`config.mk`:
```
export PLATFORM = sky130hd
export DESIGN_NAME = dm_responder
export DESIGN_NICKNAME = d
export VERILOG_FILES = /design/src/rtl/dm_pkg.sv /design/src/rtl/dm_addr_decode.sv /design/src/rtl/dm_responder.sv
export SDC_FILE = /design/constraint.sdc
export NUM_CORES = 1
export LEC_CHECK = 0
export BUFFER_PORTS_ARGS = -buffer_cell sky130_fd_sc_hd__buf_2
export CORE_ASPECT_RATIO = 1.1
export CORE_MARGIN = 1
export CORE_UTILIZATION = 42
export CTS_BUF_LIST = sky130_fd_sc_hd__clkbuf_4 sky130_fd_sc_hd__clkbuf_8
export DETAILED_ROUTE_END_ITERATION = 10
export PLACE_DENSITY = 0.77
export RECOVER_POWER = 50
export SLEW_MARGIN = 20
export SYNTH_ARGS = -nofsm -noshare
export SYNTH_HDL_FRONTEND = slang
export SYNTH_HIERARCHICAL = 1
export SYNTH_SLANG_ARGS = --single-unit
```
`constraint.sdc`:
```
create_clock -name clk -period 4.35 [get_ports clk]
set_clock_uncertainty 0.1 [all_clocks]
set_input_delay 0.87 -clock clk [delete_from_list [all_inputs] [get_ports clk]]
set_output_delay 0.87 -clock clk [all_outputs]
set_load 0.02 [all_outputs]
```
`src/rtl/dm_pkg.sv`:
```
// Shared types and constants for the data-memory responder.
//   dm_state_t : responder FSM states
//   BWEB_NONE  : active-low byte-enable value that writes no bytes
package dm_pkg;

    typedef enum logic [1:0] {
        IDLE  = 2'd0,
        ISSUE = 2'd1,
        WAIT  = 2'd2,
        DONE  = 2'd3
    } dm_state_t;

    localparam logic [3:0] BWEB_NONE = 4'hF;

endpackage

```
`src/rtl/dm_addr_decode.sv`:
```
// Address decode for the DM window.
//   addr_i   : CPU byte address
//   hit_o    : address falls inside the DM window starting at BASE_ADDR
//   sram_a_o : SRAM word address (byte address with the byte offset dropped)
module dm_addr_decode #(
    parameter int          ADDR_W    = 14,
    parameter logic [31:0] BASE_ADDR = 32'h0001_0000
) (
    input  logic [31:0]       addr_i,
    output logic              hit_o,
    output logic [ADDR_W-1:0] sram_a_o
);

    assign hit_o    = (addr_i[31:ADDR_W+2] == BASE_ADDR[31:ADDR_W+2]);
    assign sram_a_o = addr_i[ADDR_W+1:2];

    // Byte offset is irrelevant for word accesses.
    logic unused_byte_ofs;
    assign unused_byte_ofs = ^addr_i[1:0];

endmodule

```
`src/rtl/dm_responder.sv`:
```
// Data-memory responder: turns MEM-stage load/store requests into single SRAM
// cycles and hides multi-cycle latency behind DM_stall.
//   clk, rst             : clock, asynchronous active-low reset
//   DM_WEB / DM_write    : load / store request strobes (store wins if both set)
//   DM_BWEB, DM_addr,
//   DM_DI                : byte enables (active-low), byte address, store data
//   cpu_hold             : CPU frozen elsewhere; keeps the responder parked in DONE
//   DM_DO, DM_stall      : load data, MEM-stage hold
//   bus_err              : one-cycle pulse for an address outside the window
//   sram_*               : registered SRAM strobes/address/data, sram_DO read data
//
// Handshake: a request is the level DM_WEB|DM_write, held stable by the CPU
// while DM_stall=1. The access is complete in the cycle DM_stall drops (DONE);
// load data is valid on DM_DO in that cycle and stays there until the next load.
module dm_responder
    import dm_pkg::*;
#(
    parameter int          ADDR_W    = 14,
    parameter int          SRAM_LAT  = 1,
    parameter logic [31:0] BASE_ADDR = 32'h0001_0000
) (
    input  logic              clk,
    input  logic              rst,
    input  logic              DM_WEB,
    input  logic              DM_write,
    input  logic [3:0]        DM_BWEB,
    input  logic [31:0]       DM_addr,
    input  logic [31:0]       DM_DI,
    input  logic              cpu_hold,
    output logic [31:0]       DM_DO,
    output logic              DM_stall,
    output logic              bus_err,
    output logic              sram_CEB,
    output logic              sram_WEB,
    output logic [3:0]        sram_BWEB,
    output logic [ADDR_W-1:0] sram_A,
    output logic [31:0]       sram_DI,
    input  logic [31:0]       sram_DO
);

    localparam logic [2:0] LAT_INIT = 3'(SRAM_LAT - 1);

    dm_state_t         state_q, state_d;
    logic [2:0]        lat_cnt_q, lat_cnt_d;
    logic [31:0]       rdata_q, rdata_d;
    logic              bus_err_q, bus_err_d;
    logic              ceb_q, ceb_d;
    logic              web_q, web_d;
    logic [3:0]        bweb_q, bweb_d;
    logic [ADDR_W-1:0] a_q, a_d;
    logic [31:0]       di_q, di_d;

    logic              req;
    logic              hit;
    logic [ADDR_W-1:0] dec_a;

    assign req = DM_WEB | DM_write;

    dm_addr_decode #(
        .ADDR_W   (ADDR_W),
        .BASE_ADDR(BASE_ADDR)
    ) u_decode (
        .addr_i  (DM_addr),
        .hit_o   (hit),
        .sram_a_o(dec_a)
    );

    always_ff @(posedge clk or negedge rst) begin
        if (!rst) begin
            state_q   <= IDLE;
            lat_cnt_q <= 3'd0;
            rdata_q   <= 32'd0;
            bus_err_q <= 1'b0;
            ceb_q     <= 1'b1;
            web_q     <= 1'b1;
            bweb_q    <= BWEB_NONE;
            a_q       <= '0;
            di_q      <= 32'd0;
        end else begin
            state_q   <= state_d;
            lat_cnt_q <= lat_cnt_d;
            rdata_q   <= rdata_d;
            bus_err_q <= bus_err_d;
            ceb_q     <= ceb_d;
            web_q     <= web_d;
            bweb_q    <= bweb_d;
            a_q       <= a_d;
            di_q      <= di_d;
        end
    end

    always_comb begin
        state_d   = state_q;
        lat_cnt_d = lat_cnt_q;
        rdata_d   = rdata_q;
        bus_err_d = 1'b0;
        ceb_d     = ceb_q;
        web_d     = web_q;
        bweb_d    = bweb_q;
        a_d       = a_q;
        di_d      = di_q;

        case (state_q)
            IDLE: begin
                if (req) begin
                    if (hit) begin
                        // Strobes are loaded now so the SRAM sees them during ISSUE.
                        state_d = ISSUE;
                        ceb_d   = 1'b0;
                        web_d   = ~DM_write;
                        bweb_d  = DM_BWEB;
                        a_d     = dec_a;
                        di_d    = DM_DI;
                    end else begin
                        state_d   = DONE;
                        rdata_d   = 32'd0;
                        bus_err_d = 1'b1;
                    end
                end
            end
            ISSUE: begin
                // The SRAM samples at the end of this cycle; drop the strobes.
                ceb_d = 1'b1;
                web_d = 1'b1;
                if (!web_q) begin
                    state_d = DONE;
                end else begin
                    state_d   = WAIT;
                    lat_cnt_d = LAT_INIT;
                end
            end
            WAIT: begin
                if (lat_cnt_q == 3'd0) begin
                    rdata_d = sram_DO;
                    state_d = DONE;
                end else begin
                    lat_cnt_d = lat_cnt_q - 3'd1;
                end
            end
            DONE: begin
                if (!cpu_hold) begin
                    state_d = IDLE;
                end
            end
            default: begin
                state_d = IDLE;
            end
        endcase
    end

    // Gated by rst so the MEM stage is released as soon as reset asserts,
    // even while the CPU still presents the abandoned request.
    assign DM_stall = rst & (((state_q == IDLE) & req) |
                             (state_q == ISSUE) |
                             (state_q == WAIT));

    assign DM_DO     = rdata_q;
    assign bus_err   = bus_err_q;
    assign sram_CEB  = ceb_q;
    assign sram_WEB  = web_q;
    assign sram_BWEB = bweb_q;
    assign sram_A    = a_q;
    assign sram_DI   = di_q;

endmodule

```
Word level (Yosys, flattened, before mapping)
Index checks and enable logic that the tools add are counted.
Widths: inputs -> output; s select.
{"block": "word_totals", "ff_bits": 90, "mem_count": 0, "elab_cells": 59, "romBits": 0, "input_bits": 105, "latch_bits": 0, "ram_bits": 0, "output_inout_bits": 86}
{"block": "classes", "n_addsub": 1, "n_div": 0, "reduce_logical": 10, "n_eq_ne": 11, "n_mul": 0, "magnitude_cmp": 0, "n_shift": 0, "mux": 22, "bitwise_logic": 6}
{"operator": "$mux 32", "count": 3}
{"operator": "$pmux 32 s2", "count": 1}
{"operator": "$eq 16x1->1 const B", "count": 1}
{"operator": "$ne 2x2->1 const B", "count": 7}
{"operator": "$reduce_and 3->1", "count": 4}
{"operator": "$mux 1", "count": 8}
{"operator": "$mux 2", "count": 4}
{"operator": "$pmux 2 s4", "count": 1}
{"operator": "$mux 3", "count": 2}
{"operator": "$pmux 3 s2", "count": 1}
{"operator": "$reduce_bool 2->1", "count": 3}
{"operator": "$eq 2x2->1 const B", "count": 2}
{"operator": "$pmux 1 s2", "count": 2}
{"operator": "$reduce_and 4->1", "count": 1}
{"operator": "$logic_not 3->1", "count": 1}
{"operator": "$or 1x1->1", "count": 3}
{"operator": "$sub 3x1->3 const B", "count": 1}
{"operator": "$and 1x1->1", "count": 2}
{"operator": "$eq 2x1->1 const B", "count": 1}
{"operator": "$logic_not 2->1", "count": 1}
{"operator": "$not 1->1", "count": 1}

Depth between registers and ports, before layout
Gate-level depths: netlist of run 1.
{"block": "logic_depth", "ltp_word": 5, "ltp_mapped": 8, "ltp_nobuf": 6}

Modules after synthesis
The synthesis of run 1 kept the hierarchy.
{"mod": "dm_responder", "instances": 1, "area_each_um2": 3802.4, "cells_each": 300}
{"mod": "dm_addr_decode", "instances": 1, "area_each_um2": 141.4, "cells_each": 19}

Worst setup path after synthesis of run 1
Ideal clock, no wire load.
{"block": "synth_timing", "kind": "flip-flop to output port", "from": "reg state_q[0]", "to": "out DM_stall", "t_required_ns": 3.380, "n_path_buf": 1, "stages_incl_launch_ff": 6, "path_slack_ns": 1.775, "arrival_time_ns": 1.605, "cell_sequence": "dfrtp_1 -> inv_1 -> ha_1 -> clkbuf_1 -> nor2_1 -> a21boi_0"}
{"block": "synth_between", "elab_chain_cells": 5, "elab_cells_between_ends": 7, "cone_classes": "eq/ne: 2; bitwise: 4; reduce/logical: 1"}
{"item": "start, declared", "line_no": "dm_responder.sv:43", "text": "dm_state_t state_q, state_d;"}
{"item": "start signal, assigned", "line_no": "dm_responder.sv:80", "text": "state_q <= state_d;"}
{"item": "$logic_not 2->1", "line_no": "dm_responder.sv:153", "text": "assign DM_stall = rst & (((state_q == IDLE) & req) |"}
{"item": "$and 1x1->1", "line_no": "dm_responder.sv:153"}
{"item": "$or 1x1->1", "line_no": "dm_responder.sv:153"}
{"item": "$or 1x1->1 *", "line_no": "dm_responder.sv:154", "text": "(state_q == ISSUE) |"}
{"item": "$and 1x1->1 *", "line_no": "dm_responder.sv:153"}
{"item": "end, declared", "line_no": "dm_responder.sv:31", "text": "output logic DM_stall,"}
Every way passes the cells marked *; elsewhere a longest branch is shown, timed or not.

Final worst setup path of run 1
{"block": "layout_timing", "from": "reg state_q[0]", "to": "reg state_q[0]"}
{"block": "layout_between", "elab_chain_cells": 3, "elab_cells_between_ends": 9, "cone_classes": "eq/ne: 6; mux: 1; reduce/logical: 2"}
{"item": "$eq 2x2->1 or $logic_not 2->1 (tied branches)", "line_no": "dm_responder.sv:103", "text": "case (state_q)"}
{"item": "$ne 2x2->1 (no source line)"}
{"item": "$reduce_and 3->1 (no source line)"}
Parallel ways exist; a longest one is shown, timed or not.
A chain may end at the register's enable or synchronous reset.

==> impl_metrics.ini, run 1 <==
[outcome]
outcome = finished with violations
violations = capacitance limit, slew limit

[logic_synthesis]
synth_top_area_share_pct = 53.3
synth_area_per_cell_um2 = 12.4
ys_top_cells_by_area = dfrtp_1 (53%), mux2_2 (14%), nand2_1 (6.4%)
ys_ff_latch = 90
syn_inst = 319
synth.most_common_cell = dfrtp_1
async_reset_ff_share_pct = 100
yosysTopAreaCell = dfrtp_1
synthesis.nets = 431
synth_common_cells = dfrtp_1 (84), nand2_1 (67), mux2_2 (50)
synth.distinct_cells = 32
synth-edff-count = 0
yosysWarnings = 6
yosysSeqAreaShare_pct = 57.3
netlist_area_mm2 = 0.00394
ys.flop_type = dfrtp_1

[setup_path]
cp_max_fo = 38
cp-end-kind = flop
cp_data_required_time_ns = 4.54
worstSetupPathType = flop to flop
arrival_ns = 3.14
r2r_slack_ns = 1.40
startpoint_type = flop

[detailed_routing]
antenna_left = 0
drt_wl_total_mm = 8.34
vias = 2940
drt_iter0_drc = 86
routed_via_density = 4.80
firstDrtPassIters = 4
wl_per_cell_um = 13.6
route.detailed.drc = 0

[cts]
cts_tree = yes
clkSinkCount = 90
cts_made_buffers = 9
cts_resized = 0
cts_setup_buffers = 0
cts-htree-levels = 3
cts_root_buf = clkbuf_8
clk_latency_ns = 0.35
hold_buffers = 0
clkTransAtPathRegs_ns = 0.09
clockBufferDepth = 2

[sta]
max-slew-margin-rel_pct = -13.3
fmax_mhz = 339
period_share_pct = 67.8
worstMarginPinSlew_ns = 1.70
min_period_ns = 2.95
drv_slew = 39
setup-tns-final_ns = 0
setup_viol = 0
grt_setup_unrepaired = no
hold_viol_final = 0

[min_path]
holdCritPathClass = flop to flop

[finish]
area_growth_pct = 27.0
layout.nets = 605
fin_util_pct = 55.6
antenna_cells = 0
layout-drive-gt1-share_pct = 51.0

[pwr]
p_leak_nw = 2.68
finalPower_mw = 2.33
ir_drop_mv = 0.430
powerDensity_mw_per_mm2 = 465

[placement]
io_buffers = 188
place_hpwl_mm = 6.26
gp_congestion = 0.761

[grt]
use_met1_pct = 20.3
grt_start_max_net_pins = 48
antenna_found_initial = 0
met2_usage_pct = 31.6
use_met3_pct = 2.42
grt_busiest_layer = met2
grt_overflow_total = 0
grt_pass1_wl_mm = 13.7
grt_pass1_vias = 2938
track_usage_pct = 17.7

[flow_run]
maxCapViolations = 1

[floorplan]
die_height_um = 104
pin_count = 191
coreArea_mm2 = 0.00901
die_area_mm2 = 0.00978
die_w_um = 94.4
rows = 36
initial_utilization_pct = 43.8
-- registers in the layout, summed over array words and instances, names as in the netlist --
register	count
DM_DO	32
bus_err	1
lat_cnt_q	3
sram_A	14
sram_BWEB	4
sram_CEB	1
sram_DI	32
sram_WEB	1
state_q	2
-- worst max-delay path: stages, from the launching register on --
cell	delay [ns]
dfrtp_1	0.45
inv_1	0.12
ha_1	0.22
clkbuf_1	1.24
a221oi_1	0.35
a31oi_1	0.26
o22a_1	0.15
-- cell type report --
class / count / area, µm²
fillers: 817 / 4000
flip-flops and latches: 90 / 2260
multi-input cells: 192 / 1440
repair buffers: 193 / 926
clock buffers: 11 / 151
well taps: 114 / 143
clock inverters: 5 / 60.1
inverters: 7 / 26.3
-- through the flow --
step                      cell area, µm²  hold WS, ns  instances  setup slack (ns)
after floorplan                     3940        0.366        319              1.77
after global placement              4850        0.357        596              1.41
after detailed placement            4850        0.360        596              1.34
after CTS                           5060        0.380        612              1.59
after global routing                5010        0.403        612              1.16
final                               5010        0.382        612              1.40
-- worst paths after layout --
path / start / endpoint / cells past startpoint
worst max-delay path: state_q[0] / state_q[0] / 6
worst min-delay path: DM_DO[20] / DM_DO[20] / 2
worst max register to register: state_q[0] / state_q[0] / 6
worst min register to register: DM_DO[20] / DM_DO[20] / 2
max in group asynchronous: rst / DM_DO[11] / 2
min in group asynchronous: rst / state_q[1] / 1
-- cell usage in the layout (no fill, tap or decap), drive strengths merged, types with 2 or more instances in the layout --
cell | synthesis | layout
ha | 7 | 7
nor2 | 4 | 4
clkinv | 0 | 2
mux2 | 50 | 50
nor4 | 3 | 3
nand2b | 2 | 2
clkbuf | 4 | 53
dfstp | 6 | 6
o21ai | 37 | 37
nand2 | 67 | 67
buf | 26 | 151
nor3b | 2 | 2
inv | 7 | 8
mux2i | 3 | 3
a22o | 4 | 4
dfrtp | 84 | 84
o22a | 2 | 2
-- routing by layer --
metal / wire (µm) / part of all wire, % / up-vias
met1: 3270 / 39 / 1398
li1: - / - / 1424
met5: 0 / 0 / -
met4: 214 / 2.6 / 0
met3: 366 / 4.4 / 20
met2: 4490 / 54 / 98
-- kinds of logic (layout without fill, tap and decap cells) --
family / count (synthesis) / after routing / synth area share (%)
flip-flops: 90 / 90 / 57.3
buffers and inverters: 37 / 216 / 6.35
AO/OA/AOI/OAI: 50 / 50 / 10.2
adder cells (fa/ha/maj): 7 / 7 / 2.22
multiplexers: 53 / 53 / 15.0
AND/OR/NAND/NOR: 82 / 82 / 8.85
-- power breakdown --
group	total, mW	internal, mW	switching, mW
Sequential	0.969	0.922	0.0476
Combinational	0.765	0.237	0.528
Clock	0.594	0.299	0.295
Total	2.33	1.46	0.870
Power figures use the tool's default switching activity.
==> inputs of run 2 (changes only) <==
Clock period 4.35 ns to 2.9 ns, I/O delays scaled along.
==> impl_metrics.ini, run 2 (synthesis results as in run 1) <==
[outcome]
outcome = completed

[finish]
area_growth_pct = 26.6
final_area_mm2 = 0.00499
final_cells = 612
layout-drive-gt1-share_pct = 50.8
antenna_cells = 0
mostFrequentLayoutCells = buf_2 (145), dfrtp_1 (84), nand2_1 (67)
fin_util_pct = 55.4
layout.nets = 605
final_common_cell = buf_2

[setup_path]
worstSetupPathType = flop to primary output
cp-end-kind = primary output
rr_startpoint = state_q[0]
r2r_slack_ns = 0.76
worstPathCellList = inv_1 -> ha_1 -> o21ai_0 -> a21boi_0 -> buf_2
timing.rr.end = DM_DO[1]
cp_slowest_cell = dfrtp_1
worstRegToRegCells = 7
cp_data_required_time_ns = 2.22
arrival_ns = 1.78
startpoint_type = flop
slowest_delay_ns = 0.45
cp_max_fo = 6

[grt]
track_usage_pct = 17.8
grt_start_max_net_pins = 65
grt_pass1_vias = 2972
antenna_found_initial = 0
grt_pass1_wl_mm = 13.6
grt_overflow_total = 0

[cts]
clkSinkCount = 90
hold_buffers = 0
cts_made_buffers = 9
cts_setup_buffers = 0
clockBufferDepth = 2
cts_resized = 0
clkTransAtPathRegs_ns = 0.10
clk_latency_ns = 0.35
cts_tree = yes
cts-htree-levels = 3
cts_root_buf = clkbuf_8

[placement]
gp_congestion = 0.741
place_hpwl_mm = 6.31
pre_cts_ws_ns = 0.528
io_buffers = 188
dp.cells = 596
dpl_cell_area_mm2 = 0.00488

[min_path]
min_from = DM_DI[7]
holdCritPathClass = input pin to flop
hold_depth = 2
whs_endpoint = sram_DI[7]

[detailed_routing]
drt_wl_total_mm = 8.40
routed_via_density = 4.84
drt_iter0_drc = 76
vias = 2963
wl_per_cell_um = 13.7
firstDrtPassIters = 4
route.detailed.drc = 0
antenna_left = 0

[sta]
setup_viol = 0
period_share_pct = 84.8
fmax_mhz = 407
setup-tns-final_ns = 0
grt_setup_unrepaired = no
worstMarginPinSlew_ns = 1.12
hold_viol_final = 0
max-slew-margin-rel_pct = 25.4
fin_hold_ws_ns = 0.347
drv_slew = 0
min_period_ns = 2.46
layout_setup_ws_ns = 0.442

[flow_run]
maxCapViolations = 0

[floorplan]
coreArea_mm2 = 0.00901
die_w_um = 94.4
pin_count = 191
die_area_mm2 = 0.00978
die_height_um = 104
initial_utilization_pct = 43.8
rows = 36

[pwr]
ir_drop_mv = 0.477
powerDensity_mw_per_mm2 = 678
p_leak_nw = 2.68
finalPower_mw = 3.38
## run 2: cell count changes in the layout (fill, tap and decap cells not counted), sizes merged
| cell | delta |
|---|---|
| buf | -3 |
| inv | +2 |
| bufinv | -1 |
| clkbuf | +1 |
| clkinv | +1 |
## run 2: area by class of cell
type | count | area (µm²)
clock buffers | 9 | 124
clock inverters | 7 | 52.6
fillers | 819 | 4020
inverters | 7 | 26.3
multi-input cells | 192 | 1440
flip-flops and latches | 90 | 2260
well taps | 114 | 143
repair buffers | 193 | 945
## run 2: where the power goes
part | total (mW) | internal (mW) | switching (mW)
clock network | 0.771 | 0.319 | 0.452
registers | 1.45 | 1.38 | 0.0694
logic | 1.16 | 0.365 | 0.796
total | 3.38 | 2.07 | 1.32
## run 2: worst max path at each step
stage / start / to / depth (start not counted)
floorplan: state_q[0] / DM_stall / 5
global route: state_q[0] / DM_stall / 5
CTS: state_q[0] / DM_stall / 5
detailed placement: DM_addr[17] / sram_DI[12] / 6
finish: state_q[0] / DM_stall / 5
global placement: DM_addr[27] / sram_DI[13] / 6
## run 2: metal layers
| layer | part of all wire, % | global-route usage, % | vias to the layer above |
|---|---|---|---|
| met1 | 39 | 20.3 | 1409 |
| met2 | 52 | 30.8 | 99 |
| li1 | - | - | 1430 |
| met3 | 4.8 | 2.64 | 25 |
| met4 | 3.3 | 10.5 | 0 |
| met5 | 0 | 0 | - |
## run 2: worst max-delay path, delay by kind of cell (launching register included)
family,cells,cell delay (ns)
buffers and inverters,2,0.33
flip-flops,1,0.45
adder cells (fa/ha/maj),1,0.30
AO/OA/AOI/OAI,2,0.36
